File: src/rtl/lsu_dmem_ctrl.sv
// MEM-stage load/store unit: aligns stores, extends loads, stalls the pipeline
// around each data-bus transaction and records the first misaligned access.
module lsu_dmem_ctrl #(
  parameter int XLEN      = 32,
  parameter int ADDR_SIZE = 32
) (
  input  logic                 clk,
  input  logic                 reset,
  input  logic                 memreadM,
  input  logic                 memwriteM,
  input  logic [1:0]           lwhbM,
  input  logic [1:0]           swhbM,
  input  logic                 lunsignedM,
  input  logic [XLEN-1:0]      addrM,
  input  logic [XLEN-1:0]      writedataM,
  input  logic [ADDR_SIZE-1:0] pcM,
  output logic [XLEN-1:0]      readdataM,
  output logic                 stallM,
  output logic                 misalignM,
  output logic [XLEN-1:0]      badaddr,
  output logic [ADDR_SIZE-1:0] badpc,
  output logic                 dreq,
  output logic                 dwe,
  output logic [XLEN-1:0]      daddr,
  output logic [3:0]           dbe,
  output logic [XLEN-1:0]      dwdata,
  input  logic                 dgnt,
  input  logic                 drvalid,
  input  logic [XLEN-1:0]      drdata
);

  typedef enum logic [1:0] {IDLE, REQ, WAIT, DONE} state_t;

  state_t     state, stateNext;
  logic       accessValid, misaligned, accept;
  logic [1:0] accSize;
  logic [3:0] beNext;
  logic [XLEN-1:0] wdataNext, loadExt;
  logic [1:0] addrLoReg, sizeReg;
  logic       unsignedReg, badValid;
  logic [7:0]  loadByte;
  logic [15:0] loadHalf;

  assign accessValid = memwriteM | memreadM;
  assign accSize     = memwriteM ? swhbM : lwhbM;
  assign misaligned  = ((accSize == 2'b01) & addrM[0]) |
                       (accSize[1] & (addrM[1:0] != 2'b00));
  assign accept      = accessValid & ~misaligned;

  assign stallM    = accept & (state != DONE) & ~reset;
  assign misalignM = accessValid & misaligned & ~reset;
  assign dreq      = (state == REQ);

  // NOTE: every always_comb output gets a default first so no latch is inferred.
  always_comb begin
    beNext    = 4'b1111;
    wdataNext = writedataM;
    case (accSize)
      2'b00: begin
        beNext    = 4'b0001 << addrM[1:0];
        wdataNext = {(XLEN/8){writedataM[7:0]}};
      end
      2'b01: begin
        beNext    = addrM[1] ? 4'b1100 : 4'b0011;
        wdataNext = {(XLEN/16){writedataM[15:0]}};
      end
      default: ;
    endcase
  end

  // Extraction uses the copies captured at accept, not the live MEM inputs.
  always_comb begin
    loadByte = drdata[7:0];
    case (addrLoReg)
      2'd1:    loadByte = drdata[15:8];
      2'd2:    loadByte = drdata[23:16];
      2'd3:    loadByte = drdata[31:24];
      default: ;
    endcase
    loadHalf = addrLoReg[1] ? drdata[31:16] : drdata[15:0];
    case (sizeReg)
      2'b00:   loadExt = {{(XLEN-8){~unsignedReg & loadByte[7]}}, loadByte};
      2'b01:   loadExt = {{(XLEN-16){~unsignedReg & loadHalf[15]}}, loadHalf};
      default: loadExt = drdata;
    endcase
  end

  always_comb begin
    stateNext = state;
    case (state)
      IDLE:    if (accept)  stateNext = REQ;
      REQ:     if (dgnt)    stateNext = dwe ? DONE : WAIT;
      WAIT:    if (drvalid) stateNext = DONE;
      DONE:    stateNext = IDLE;
      default: stateNext = IDLE;
    endcase
  end

  // NOTE: sequential state is updated with non-blocking assignments only.
  always_ff @(posedge clk) begin
    if (reset) state <= IDLE;
    else       state <= stateNext;
  end

  always_ff @(posedge clk) begin
    if (reset) begin
      dwe         <= 1'b0;
      daddr       <= '0;
      dbe         <= '0;
      dwdata      <= '0;
      addrLoReg   <= '0;
      sizeReg     <= '0;
      unsignedReg <= 1'b0;
      readdataM   <= '0;
    end else begin
      if (state == IDLE && accept) begin
        dwe         <= memwriteM;
        daddr       <= {addrM[XLEN-1:2], 2'b00};
        dbe         <= beNext;
        dwdata      <= wdataNext;
        addrLoReg   <= addrM[1:0];
        sizeReg     <= accSize;
        unsignedReg <= lunsignedM;
      end
      if (state == WAIT && drvalid) readdataM <= loadExt;
    end
  end

  // Only the first fault since reset is kept; later ones are ignored.
  always_ff @(posedge clk) begin
    if (reset) begin
      badValid <= 1'b0;
      badaddr  <= '0;
      badpc    <= '0;
    end else if (misalignM && !badValid) begin
      badValid <= 1'b1;
      badaddr  <= addrM;
      badpc    <= pcM;
    end
  end

endmodule

File: config.mk
export PLATFORM = sky130hd
export DESIGN_NAME = lsu_dmem_ctrl
export DESIGN_NICKNAME = d
export VERILOG_FILES = /design/src/rtl/lsu_dmem_ctrl.sv
export SDC_FILE = /design/constraint.sdc
export NUM_CORES = 1
export LEC_CHECK = 0
export CAP_MARGIN = 20
export CORE_MARGIN = 3
export CORE_UTILIZATION = 40
export DETAILED_ROUTE_END_ITERATION = 16
export PLACE_DENSITY_LB_ADDON = 0.25
export SYNTH_ARGS = -nofsm -noshare
export SYNTH_HDL_FRONTEND = slang
export SYNTH_SLANG_ARGS = --single-unit
File: constraint.sdc
create_clock -name clk -period 3.8 [get_ports clk]
set_input_delay 0.76 -clock clk [delete_from_list [all_inputs] [get_ports clk]]
set_output_delay 0.76 -clock clk [all_outputs]
set_load 0.05 [all_outputs]
==> flow_metrics.tcl <==
set metrics [dict create \
    final_cells 1320 \
    insertion_delay_ns 0.43 \
    hold_depth 1 \
    setup.worst_path.end "misalignM" \
    setup_viol 0 \
    drv_slew 0 \
    drt-vias-per-instance 5.28 \
    grt_max_degree 68 \
    switchingPower_uw 2780 \
    via_count 6973 \
    p_int_uw 4210 \
    ys_types 55 \
    cp.depth 6 \
    postCtsHoldBufs 0 \
    power.leakage_uw 0.00432 \
    final_util 0.625 \
    syn_inst 802 \
    die_w_um 143 \
    worstPathMaxFanout 8 \
    finalInstanceArea_sq_mm 0.0114 \
    die_area_sq_mm 0.0204 \
    grt_pass1_vias 6730 \
    drv_cap 0 \
    numCtsBuffers 17 \
    synth_warnings 0 \
    run_status "complete, no violations" \
    clkSinkCount 171 \
    ios 307 \
    cts_buffer_depth 2 \
    antenna_found_initial 1 \
    grt_pass1_wl_um 37300 \
    setup_tns_ns 0 \
    wl_per_cell_um 18.4 \
    crit_buf_inv 3 \
    seq_area_frac_synth 0.456 \
    tightest_slew_ns 0.883 \
    first_pass_iters 5 \
    dpl.hpwl_um 17300 \
    synth.avg_cell_area_sq_um 9.35 \
    drive_gt1_frac 0.0734 \
    min_path_type "flop to flop" \
    dp.cells 1287 \
    final_nets 1220 \
    first_iter_violations 379 \
    required_ns 3.04 \
    track_usage 0.228 \
    die_h_um 143 \
    tritoncts "done" \
    relSlewSlack 0.408 \
    cts-root-buf "clkbuf_16" \
    critical_path_arrival_ns 2.77 \
    rsz0062_at_grt "false" \
    dpl_cell_area_sq_mm 0.0108 \
    post-route-min-period_ns 3.53 \
    finalHoldViolCount 0 \
    grt_overflow 0 \
    cts_max_level 4 \
    ff2ff_path_depth 4 \
    fill_cells 1608 \
    drc_errors 0 \
    place_ws_ns 0.314 \
    fmax_mhz 283 \
    netlist_area_sq_mm 0.00750 \
    rrSetupSlack_ns 1.66 \
    synth_top_area_frac 0.456 \
    clk_pin_slew_ns 0.07 \
    io_buffers 304 \
    swShare 0.398 \
    crit_path_end_kind "output port" \
    start_kind "input port" \
    cpMaxStageDelayCell "clkdlybuf4s50_1" \
    worstReg2RegStart "addrLoReg[1]" \
    critical_path.cell_chain "clkdlybuf4s50_1 > buf_4 > or3_1 > nand2_1 > nor4b_1 > buf_12" \
    ys_seq_elements 171 \
    synth.top_cells.by_area "dfxtp_1, mux2_1, a21oi_1" \
    wl_um 24300 \
    ir_drop_mv 0.301 \
    async_reset_ff_frac 0 \
    place_congestion 0.814 \
    p_seq_frac 0.323 \
    clkPwrFrac 0.272 \
    drtAntennaViolNets 0 \
    timing.rr.end "readdataM[14]" \
    p_per_area_mw_per_mm2 613 \
    layout_setup_ws_ns 0.266 \
    area_growth_pct 51.9 \
    start_util 0.412 \
    crit_start "memwriteM" \
    cts_resized 0 \
    cts_setup_buffers 0 \
    synth.largest_area_cell "dfxtp_1" \
    synth_edf_count 0 \
    rows 49 \
    core_area_sq_mm 0.0182 \
    skew_ns 0.0109 \
    path_class "input port to output port" \
    combPwrFrac 0.405 \
    synth_ff_type "dfxtp_1" \
    post-route-period-util 0.930 \
    critPathTopFamily "buffers and inverters" \
    max_stage_delay_ns 0.66 \
]
[flip-flops by register name, summed over array words and instances, names as in the netlist]
name / count
readdataM: 32
daddr: 30
unsignedReg: 1
addrLoReg: 2
sizeReg: 2
dwe: 1
state: 2
badValid: 1
badaddr: 32
dbe: 4
badpc: 32
dwdata: 32
[power by group through the flow]
| stage | clock [uW] | sequential, uW | combinational, uW |
|---|---|---|---|
| after floorplan | 0 | 3220 | 927 |
| after global placement | 0 | 2280 | 2810 |
| after detailed placement | 0 | 2290 | 2830 |
| after CTS | 1930 | 2260 | 2840 |
| after global routing | 2000 | 2290 | 2990 |
| final | 1900 | 2260 | 2830 |
[logic make-up (layout without fill, tap and decap cells)]
logic type,count (synthesis),after routing,synth area share
AO/OA/AOI/OAI,256,256,0.218
AND/OR/NAND/NOR,207,207,0.143
flip-flops,171,171,0.456
multiplexers,82,82,0.122
buffers and inverters,81,368,0.0524
adder cells (fa/ha/maj),4,4,0.00667
other,1,3,0.000500
[metrics by stage]
stage                     power, uW  hold slack (ns)
final                          6980            0.458
after global routing           7290            0.486
after global placement         5090            0.441
after detailed placement       5120            0.446
after CTS                      7020            0.463
after floorplan                4140            0.428
[cells in the mapped netlist, types with 10 or more instances]
library cell / number
dfxtp_1: 171
a21oi_1: 94
nor2b_1: 66
o21ai_0: 62
mux2_1: 59
nand3_1: 43
clkbuf_1: 38
nand2_1: 31
nor2_1: 31
nor3_1: 18
mux2i_1: 17
buf_2: 16
buf_4: 16
o31ai_1: 16
a211oi_1: 15
a22oi_1: 15
a211oi_2: 10
[layer usage]
| layer | track usage | up-vias | part of all wire |
|---|---|---|---|
| li1 | - | 3429 | - |
| met1 | 0.293 | 3260 | 0.44 |
| met2 | 0.368 | 257 | 0.46 |
| met3 | 0.0733 | 27 | 0.083 |
| met4 | 0.0685 | 0 | 0.017 |
| met5 | 0 | - | 0 |
[worst reg2reg max path: stages, from the launching register on]
cell and delay, ns:
dfxtp_1 0.31, buf_4 0.25, mux4_2 0.57, a31oi_1 0.70, a21oi_1 0.16
[area by class of cell]
cell class	instances	area, sq um	share of cell area
clock inverters	13	203	0.0178
clock buffers	19	433	0.0380
flip-flops and latches	171	3420	0.301
repair buffers	328	3300	0.290
diodes	1	2.50	0.000220
multi-input cells	551	3710	0.326
well taps	229	287	0.0252
inverters	8	30.0	0.00264
[worst min-delay path by stage]
stage | from | end | slack (ns)
2_1_floorplan | badValid | badValid | 0.43
3_3_place_gp | badValid | badValid | 0.44
3_5_place_dp | badValid | badValid | 0.45
4_1_cts | badValid | badValid | 0.46
5_1_grt | daddr[31] | daddr[31] | 0.49
6_report | badValid | badValid | 0.46
[cells in the final DEF (no fill, tap or decap), drive strengths merged, types with 2 or more instances in the layout]
master	count
ha	4
mux2	64
a21oi	95
clkdlybuf4s50	301
a31oi	2
bufinv	4
dfxtp	171
o21bai	6
clkbuf	19
a21o	3
clkinv	2
and3	6
o2bb2ai	8
a211oi	26
nor2	31
a221oi	2
inv	14
mux2i	17
conb	2
o21a	3
o21ai	64
nor3	18
nor2b	66
buf	27
nand2	32
a22oi	15
o31ai	16
nand2b	4
nand3	44
a22o	8
(Power assumes the default switching activity.)
